===== src/rtl/port_regbank.sv =====
// Channel-port register bank: 2**ADDR_W bytes that are written and read with
// command frames. Read responses go back on the out_* side; register 0 is also an output.
module port_regbank #(
    parameter int ADDR_W = 4
) (
    input  logic       clk,
    input  logic       rst,
    input  logic       wen,
    input  logic       ren,
    input  logic [7:0] in_data,
    input  logic       in_sof,
    input  logic       in_eof,
    input  logic       in_src_rdy,
    output logic       in_dst_rdy,
    output logic [7:0] out_data,
    output logic       out_sof,
    output logic       out_eof,
    output logic       out_src_rdy,
    input  logic       out_dst_rdy,
    output logic [7:0] reg0
);

    localparam int DEPTH = 2 ** ADDR_W;
    localparam logic [ADDR_W:0] DEPTH_CNT = (ADDR_W + 1)'(DEPTH);

    typedef enum logic [2:0] {
        S_IDLE,
        S_WR,
        S_RDLEN,
        S_DRAIN,
        S_RESP
    } state_t;

    state_t            state_q;
    logic [ADDR_W-1:0] ptr_q;
    logic [ADDR_W:0]   count_q;
    logic              first_q;
    logic [7:0]        bank_q [DEPTH];

    logic              in_take;
    logic              out_take;
    logic              wr_en;
    logic [DEPTH-1:0]  wr_sel;
    logic [ADDR_W:0]   len_raw;
    logic [ADDR_W:0]   len_clamped;

    // Handshakes; during the reset cycle nothing is accepted and nothing is offered.
    assign in_dst_rdy  = !rst && (state_q != S_RESP);
    assign in_take     = wen && in_src_rdy && in_dst_rdy;
    assign out_src_rdy = ren && !rst && (state_q == S_RESP);
    assign out_take    = out_src_rdy && out_dst_rdy;

    assign out_data = out_src_rdy ? bank_q[ptr_q] : 8'h00;
    assign out_sof  = out_src_rdy && first_q;
    assign out_eof  = out_src_rdy && (count_q == (ADDR_W + 1)'(1));
    assign reg0     = bank_q[0];

    assign wr_en = in_take && !in_sof && (state_q == S_WR);

    for (genvar gi = 0; gi < DEPTH; gi++) begin : g_wr_sel
        assign wr_sel[gi] = wr_en && (ptr_q == ADDR_W'(gi));
    end

    // A length of zero or anything beyond the bank depth means "whole bank".
    assign len_raw     = in_data[ADDR_W:0];
    assign len_clamped = ((len_raw == '0) || (len_raw > DEPTH_CNT)) ? DEPTH_CNT : len_raw;

    always_ff @(posedge clk) begin
        if (rst) begin
            for (int i = 0; i < DEPTH; i++) begin
                bank_q[i] <= 8'h00;
            end
        end else begin
            for (int i = 0; i < DEPTH; i++) begin
                if (wr_sel[i]) begin
                    bank_q[i] <= in_data;
                end
            end
        end
    end

    always_ff @(posedge clk) begin
        if (rst) begin
            state_q <= S_IDLE;
            ptr_q   <= '0;
            count_q <= '0;
            first_q <= 1'b0;
        end else if (in_take && in_sof) begin
            // Any start-of-frame byte restarts parsing, whatever state we were in.
            ptr_q <= in_data[ADDR_W-1:0];
            if (in_data[7]) begin
                if (in_eof) begin
                    count_q <= (ADDR_W + 1)'(1);
                    first_q <= 1'b1;
                    state_q <= S_RESP;
                end else begin
                    state_q <= S_RDLEN;
                end
            end else begin
                state_q <= in_eof ? S_IDLE : S_WR;
            end
        end else if (in_take) begin
            unique case (state_q)
                S_WR: begin
                    ptr_q <= ptr_q + 1'b1;
                    if (in_eof) begin
                        state_q <= S_IDLE;
                    end
                end
                S_RDLEN: begin
                    count_q <= len_clamped;
                    first_q <= 1'b1;
                    state_q <= in_eof ? S_RESP : S_DRAIN;
                end
                S_DRAIN: begin
                    if (in_eof) begin
                        first_q <= 1'b1;
                        state_q <= S_RESP;
                    end
                end
                default: begin
                end
            endcase
        end else if (out_take) begin
            ptr_q   <= ptr_q + 1'b1;
            count_q <= count_q - 1'b1;
            first_q <= 1'b0;
            if (count_q == (ADDR_W + 1)'(1)) begin
                state_q <= S_IDLE;
            end
        end
    end

endmodule

===== config.mk =====
export PLATFORM = sky130hd
export DESIGN_NAME = port_regbank
export DESIGN_NICKNAME = d
export VERILOG_FILES = /design/src/rtl/port_regbank.sv
export SDC_FILE = /design/constraint.sdc
export NUM_CORES = 1
export LEC_CHECK = 0
export ABC_CLOCK_PERIOD_IN_PS = 3750
export CELL_PAD_IN_SITES_DETAIL_PLACEMENT = 0
export CELL_PAD_IN_SITES_GLOBAL_PLACEMENT = 1
export CORE_MARGIN = 2
export CORE_UTILIZATION = 54
export DETAILED_ROUTE_END_ITERATION = 12
export HOLD_SLACK_MARGIN = 0.03
export PLACE_DENSITY = 0.94
export SLEW_MARGIN = 5
export SYNTH_ARGS = -nofsm -noshare
export SYNTH_HDL_FRONTEND = slang
export SYNTH_SLANG_ARGS = --single-unit

===== constraint.sdc =====
create_clock -name clk -period 3.75 [get_ports clk]
set_clock_uncertainty 0.1 [all_clocks]
set_input_delay 1.125 -clock clk [delete_from_list [all_inputs] [get_ports clk]]
set_output_delay 1.125 -clock clk [all_outputs]
set_load 0.005 [all_outputs]

==> impl_metrics.json, run 1 <==
{
  "status": "finished, final reports clean",
  "slew_headroom_pct": 62.7,
  "non_filler_instance_count_after_layout": 694,
  "critical_path_type": "in2out",
  "critPathCapture": "out_data[6]",
  "cts.reportedPaths.clkPinSlew_ns": 0.06,
  "worst_hold_path_type": "reg2reg",
  "cap_violations": 0,
  "postSynthRegisterBits": 145,
  "timing.reg2reg.worst_path_depth": 5,
  "synth_warnings": 0,
  "power.total_mw": 3.79,
  "finalWorstPathRequiredPeriod_ns": 3.70,
  "floorplan.die.height_um": 114,
  "dieArea_um2": 13100,
  "area_fraction_of_the_dominant_cell_type_after_synthesis_pct": 58.4,
  "global_placement_routability_congestion": 0.909,
  "async_reset_ff_share_pct": 0,
  "capture_point_of_the_worst_reg_to_reg_path": "count_q[1]$_SDFFE_PP0P_",
  "crit_required_ns": 2.52,
  "clock-sinks": 145,
  "wl_per_cell_um": 21.8,
  "vias_in_the_first_global_route": 4273,
  "clk-insertion-delay-late_ns": 0.42,
  "ys_top_cells_by_count": "128 x sky130_fd_sc_hd__edfxtp_1, 93 x sky130_fd_sc_hd__nor2_1, 33 x sky130_fd_sc_hd__mux4_2",
  "tritoncts_clock_tree": "yes",
  "placeable_core_region_um2": 12000,
  "drtIter0Drc": 474,
  "worst-r2r-setup-slack_ns": 1.53,
  "drive_above_1_share_pct": 21.4,
  "dp_cells": 659,
  "yosys.cell_count.top_type": "sky130_fd_sc_hd__edfxtp_1",
  "netlist-cell-type-count": 54,
  "portBuffers": 35,
  "final_antenna_net_count": 0,
  "post_synth_instance_area_um2": 6580,
  "grt_max_degree": 43,
  "root_buffer": "sky130_fd_sc_hd__clkbuf_16",
  "crit_path_max_cell_delay_ns": 0.26,
  "start_kind": "input pin",
  "row_count": 40,
  "x_dimension_of_the_die_um": 114,
  "wirelength_um": 15100,
  "timing.critical_path.slowest_stage_cell": "sky130_fd_sc_hd__nor4b_2",
  "cts-root-to-sink-buffers": 2,
  "detail_route.drc_violations": 0,
  "syn_inst": 474,
  "worst_setup_path_end_kind": "primary output",
  "antenna_violations_before_repair": 0,
  "synthesis.nets": 497,
  "grt_pass1_wl_um": 23600,
  "diodes": 0,
  "areaGrowthSynthToFinish_pct": 19.6,
  "nFillCells": 828,
  "path_cells": "dlygate4sd2_1 -> nor4b_2 -> and2_4 -> buf_4 -> nand2_4 -> o22ai_1 -> clkdlybuf4s15_2",
  "crit-reg2reg-launch": "state_q[1]$_SDFFE_PP0P_",
  "detail_route.vias_per_cell": 6.04,
  "worst_ir_drop_vdd_uv": 292,
  "worst_setup_path_startpoint": "rst",
  "critPathMaxFanout": 7,
  "post_route_setup_tns_ns": 0,
  "final_max_slew_viol_count": 0,
  "ctsHtreeMaxLevel": 4,
  "dpl.hpwl_um": 10300,
  "synth_seq_area_share_pct": 63.6,
  "yosys.area.top_type": "sky130_fd_sc_hd__edfxtp_1",
  "grt.overflow.total": 0,
  "place_ws_ns": -0.699,
  "design.portCount": 36,
  "setup_viol_count_final": 0,
  "hold-worst-slack_ns": 0.374,
  "route.vias.total": 4192,
  "globalRouteTotalUtil_pct": 25.0,
  "achievable-frequency_mhz": 271,
  "synth_edf_count": 128,
  "synth_area_leaders": "sky130_fd_sc_hd__edfxtp_1 58%, sky130_fd_sc_hd__mux4_2 11%, sky130_fd_sc_hd__nor2_1 5.3%",
  "transition_time_at_the_pin_with_the_least_slew_margin_ns": 0.560,
  "critPathArrivalTime_ns": 2.47,
  "setup_ws_ns": 0.0532,
  "layout_worst_path_cycle_share_pct": 98.6,
  "report.final.hold_viol_count": 0,
  "pwr_density_cell_nw_per_um2": 482,
  "rsz_0062_raised_after_global_routing": "true",
  "nets": 557,
  "cts_inserted_buffers": 17,
  "power_leakage_nw": 2.82,
  "start_util_pct": 55.0,
  "syn-mean-instance-area_um2": 13.9,
  "ys_dominant_reg_cell": "sky130_fd_sc_hd__edfxtp_1",
  "first_pass_iters": 5
}
==> cell type report <==
cell class                 instances  area [um2]  area share (%)
sequential                       145        4190            53.2
inverter                          18        67.6           0.858
timing repair buffer              69         607            7.71
multi-input combinational        283        2250            28.6
clock inverter                    13         144            1.83
clock buffer                      19         433            5.50
tap                              147         184            2.34
==> sequential cells by signal, summed over array words and instances, names as in the netlist, named ones only <==
name / count
bank_q: 128
first_q: 1
ptr_q: 4
state_q: 3
count_q: 5
==> logic make-up (layout without fill, tap and decap cells) <==
family	count (synthesis)	after routing	synth area share, %
simple gates	170	170	12.2
flops	145	145	63.6
compound gates	56	56	6.07
mux	48	48	13.6
buf+inv	46	119	2.97
fa+ha+maj	7	7	1.33
xor+xnor	2	2	0.266
==> per-stage QoR <==
step	area, um2	util (%)
after detailed placement	7220	60.4
after CTS	7880	65.9
final	7870	65.8
after global placement	7220	60.4
after floorplan	6580	-
after global routing	7870	65.8
==> routing by layer <==
layer | GRT usage, % | wire, um
met5 | 0 | 0
met1 | 32.2 | 5940
met2 | 41.9 | 7740
met4 | 10.3 | 315
met3 | 4.66 | 1110
==> critical path, delay by kind of cell <==
family	cells	cell delay, ns
AND/OR/NAND/NOR	3	0.59
buffers and inverters	3	0.61
AO/OA/AOI/OAI	1	0.14
==> report_power, final <==
part	internal (mW)	switching [mW]
registers	1.84	0.0339
clock network	1.03	0.627
logic	0.117	0.147
total	2.99	0.808
==> cell usage in the layout, fill, tap and decap left out, types with 4 or more instances in the layout <==
master / instances
sky130_fd_sc_hd__mux4_2: 33
sky130_fd_sc_hd__buf_4: 31
sky130_fd_sc_hd__a21o_1: 6
sky130_fd_sc_hd__nor2_1: 93
sky130_fd_sc_hd__clkdlybuf4s50_1: 23
sky130_fd_sc_hd__nand3_1: 6
sky130_fd_sc_hd__o21ai_0: 10
sky130_fd_sc_hd__dfxtp_1: 16
sky130_fd_sc_hd__mux2i_1: 15
sky130_fd_sc_hd__o22ai_2: 4
sky130_fd_sc_hd__clkinv_1: 4
sky130_fd_sc_hd__a21oi_1: 9
sky130_fd_sc_hd__nand2_1: 21
sky130_fd_sc_hd__ha_1: 7
sky130_fd_sc_hd__nand2b_1: 19
sky130_fd_sc_hd__inv_1: 18
sky130_fd_sc_hd__o22ai_1: 4
sky130_fd_sc_hd__dlygate4sd2_1: 4
sky130_fd_sc_hd__edfxtp_1: 128
sky130_fd_sc_hd__clkbuf_16: 17
sky130_fd_sc_hd__nor3_1: 4
==> timing repair <==
action	4_1_cts	5_1_grt
setup endpoints to repair	12	8
hold buffers	0	0
resized for setup	35	3
pin swaps	2	2
buffers inserted	3	0
hold endpoints to repair	0	0
==> worst min-delay path by stage <==
stage / slack [ns] / startpoint / end / depth (start not counted)
final: 0.37 / first_q$_SDFFE_PP0P_ / first_q$_SDFFE_PP0P_ / 2
after global routing: 0.42 / first_q$_SDFFE_PP0P_ / first_q$_SDFFE_PP0P_ / 2
after CTS: 0.37 / first_q$_SDFFE_PP0P_ / first_q$_SDFFE_PP0P_ / 2
after detailed placement: 0.36 / first_q$_SDFFE_PP0P_ / first_q$_SDFFE_PP0P_ / 2
after global placement: 0.35 / first_q$_SDFFE_PP0P_ / first_q$_SDFFE_PP0P_ / 2
after floorplan: 0.33 / first_q$_SDFFE_PP0P_ / first_q$_SDFFE_PP0P_ / 2
No activity file was read; power rests on OpenSTA's default activity.
==> run 2, diff against run 1 <==
--- a/config.mk
+++ b/config.mk
@@ -17,3 +17,4 @@
 export SYNTH_ARGS = -nofsm -noshare
 export SYNTH_HDL_FRONTEND = slang
 export SYNTH_SLANG_ARGS = --single-unit
+export TNS_END_PERCENT = 20
==> impl_metrics.json, run 2 (synthesis gave the netlist of run 1 again) <==
{
  "place_ws_ns": -0.699,
  "grt.met2_usage_pct": 41.9,
  "drive_above_1_share_pct": 21.2,
  "comb_power_share_pct": 6.9,
  "path_cells": "dlygate4sd2_1 -> nor4b_2 -> and2_4 -> buf_4 -> nand2_4 -> o22ai_1 -> clkdlybuf4s15_2",
  "clock-sinks": 145,
  "grt_max_degree": 43,
  "final_max_slew_viol_count": 0,
  "globalRoute.busiestLayer": "met2",
  "root_buffer": "sky130_fd_sc_hd__clkbuf_16",
  "timing.critical_path.depth": 7,
  "non_filler_instance_count_after_layout": 693,
  "slew_headroom_pct": 62.7,
  "dieArea_um2": 13100,
  "worst_hold_path_type": "reg2reg",
  "wirelength_um": 15100,
  "grt.overflow.total": 0,
  "finalWorstPathRequiredPeriod_ns": 3.69,
  "timing.critical_path.max_delay_family": "buffers and inverters",
  "row_count": 40,
  "commonest_cells_after_routing_fill_and_taps_aside": "128 x sky130_fd_sc_hd__edfxtp_1, 93 x sky130_fd_sc_hd__nor2_1, 33 x sky130_fd_sc_hd__mux4_2",
  "critPathMaxFanout": 7,
  "first_pass_iters": 5,
  "crit_required_ns": 2.52,
  "p_seq_share_pct": 49.3,
  "timing.critical_path.slowest_stage_cell": "sky130_fd_sc_hd__nor4b_2",
  "max_reg_flops": 128,
  "worst_setup_path_end_kind": "primary output",
  "place_area_um2": 7220,
  "report.final.hold_viol_count": 0,
  "cts-root-to-sink-buffers": 2,
  "status": "finished, final reports clean",
  "design.portCount": 36,
  "critPathArrivalTime_ns": 2.47,
  "vias_in_the_first_global_route": 4274,
  "portBuffers": 35,
  "antenna_violations_before_repair": 0,
  "wl_per_cell_um": 21.9,
  "finalInstanceArea_um2": 7860,
  "grt_pass1_wl_um": 23600,
  "final_antenna_net_count": 0,
  "pwr_density_cell_nw_per_um2": 483,
  "setup_viol_count_final": 0,
  "cap_violations": 0,
  "x_dimension_of_the_die_um": 114,
  "worst_ir_drop_vdd_uv": 291,
  "tritoncts_clock_tree": "yes",
  "crit_buf_inv": 3,
  "start_util_pct": 55.0,
  "transition_time_at_the_pin_with_the_least_slew_margin_ns": 0.560,
  "grtUsageMet3_pct": 4.66,
  "power.total_mw": 3.80,
  "areaGrowthSynthToFinish_pct": 19.4,
  "power_leakage_nw": 2.81,
  "globalRouteTotalUtil_pct": 25.0,
  "power.internal_mw": 2.99,
  "dp_cells": 659,
  "global_placement_routability_congestion": 0.909,
  "worst-r2r-setup-slack_ns": 1.54,
  "start_kind": "input pin",
  "power.net_switching_mw": 0.812,
  "layout_worst_path_cycle_share_pct": 98.4,
  "post_route_setup_tns_ns": 0,
  "cts.reportedPaths.clkPinSlew_ns": 0.06,
  "rsz_0062_raised_after_global_routing": "true",
  "dpl.hpwl_um": 10300,
  "hold-worst-slack_ns": 0.378,
  "finalCoreUtilization_pct": 65.7,
  "critical_path_type": "in2out",
  "floorplan.die.height_um": 114,
  "clockPowerShare_pct": 43.8,
  "layout.cells.most_common": "sky130_fd_sc_hd__edfxtp_1",
  "largest_register": "bank_q",
  "nets": 556,
  "detail_route.drc_violations": 0,
  "detail_route.vias_per_cell": 6.08,
  "achievable-frequency_mhz": 271,
  "largestRegisters": "bank_q (128), count_q (5), ptr_q (4)",
  "route.vias.total": 4214,
  "grtUsageMet1_pct": 32.2,
  "setup_ws_ns": 0.0584,
  "timing.reg2reg.worst_path_depth": 5,
  "min_delay_path_depth": 2,
  "diodes": 0,
  "cts_inserted_buffers": 17,
  "power.switching_fraction_pct": 21.4,
  "clk-insertion-delay-late_ns": 0.42,
  "placeable_core_region_um2": 12000,
  "drtIter0Drc": 506,
  "ctsHtreeMaxLevel": 4,
  "crit_path_max_cell_delay_ns": 0.26
}
[run 2: power by group through the flow]
| stage | clock network (mW) | registers (mW) | logic, mW |
|---|---|---|---|
| 6_report | 1.66 | 1.87 | 0.264 |
| 5_1_grt | 1.74 | 1.88 | 0.285 |
| 2_1_floorplan | 0 | 1.88 | 0.173 |
| 3_3_place_gp | 0 | 1.90 | 0.253 |
| 4_1_cts | 1.67 | 1.87 | 0.265 |
| 3_5_place_dp | 0 | 1.90 | 0.261 |
[run 2: repair_timing]
item                                    CTS  global route
gates resized for setup                  33             5
endpoints found under the setup margin   12             9
hold buffers                              0             0
setup buffers                             2             0
pin swaps                                 2             2
[run 2: path summary, 6_finish.rpt]
check / to / from
hold / removal: first_q$_SDFFE_PP0P_ / first_q$_SDFFE_PP0P_
setup / recovery: out_data[6] / rst
hold reg to reg: first_q$_SDFFE_PP0P_ / first_q$_SDFFE_PP0P_
setup reg to reg: count_q[1]$_SDFFE_PP0P_ / state_q[1]$_SDFFE_PP0P_
[run 2: worst reg2reg max path: cells and delay by family, from the launching register on]
| family | cells | cell delay [ns] |
|---|---|---|
| AOI/OAI and AO/OA | 4 | 0.94 |
| DFF | 1 | 0.57 |
| and+or+nand+nor | 1 | 0.46 |
[run 2: area by class of cell]
class                   instances  area [um2]
clock inverters                13         144
fillers                       831        4100
well taps                     147         184
repair buffers                 68         593
flip-flops and latches        145        4190
multi-input cells             283        2250
inverters                      18        67.6
clock buffers                  19         433
[run 2: per-layer routing]
metal	share of wire (%)	wire, um
met3	7.4	1120
met2	51	7780
met5	0	0
met4	2.2	326
met1	39	5920
==> run 3, diff against run 2 <==
--- a/config.mk
+++ b/config.mk
@@ -10,6 +10,7 @@
 export CELL_PAD_IN_SITES_GLOBAL_PLACEMENT = 1
 export CORE_MARGIN = 2
 export CORE_UTILIZATION = 54
+export CTS_CLUSTER_DIAMETER = 40
 export DETAILED_ROUTE_END_ITERATION = 12
 export HOLD_SLACK_MARGIN = 0.03
 export PLACE_DENSITY = 0.94
==> results of run 3 <==
Final layout, timing and power as in run 2 (identical DEF).
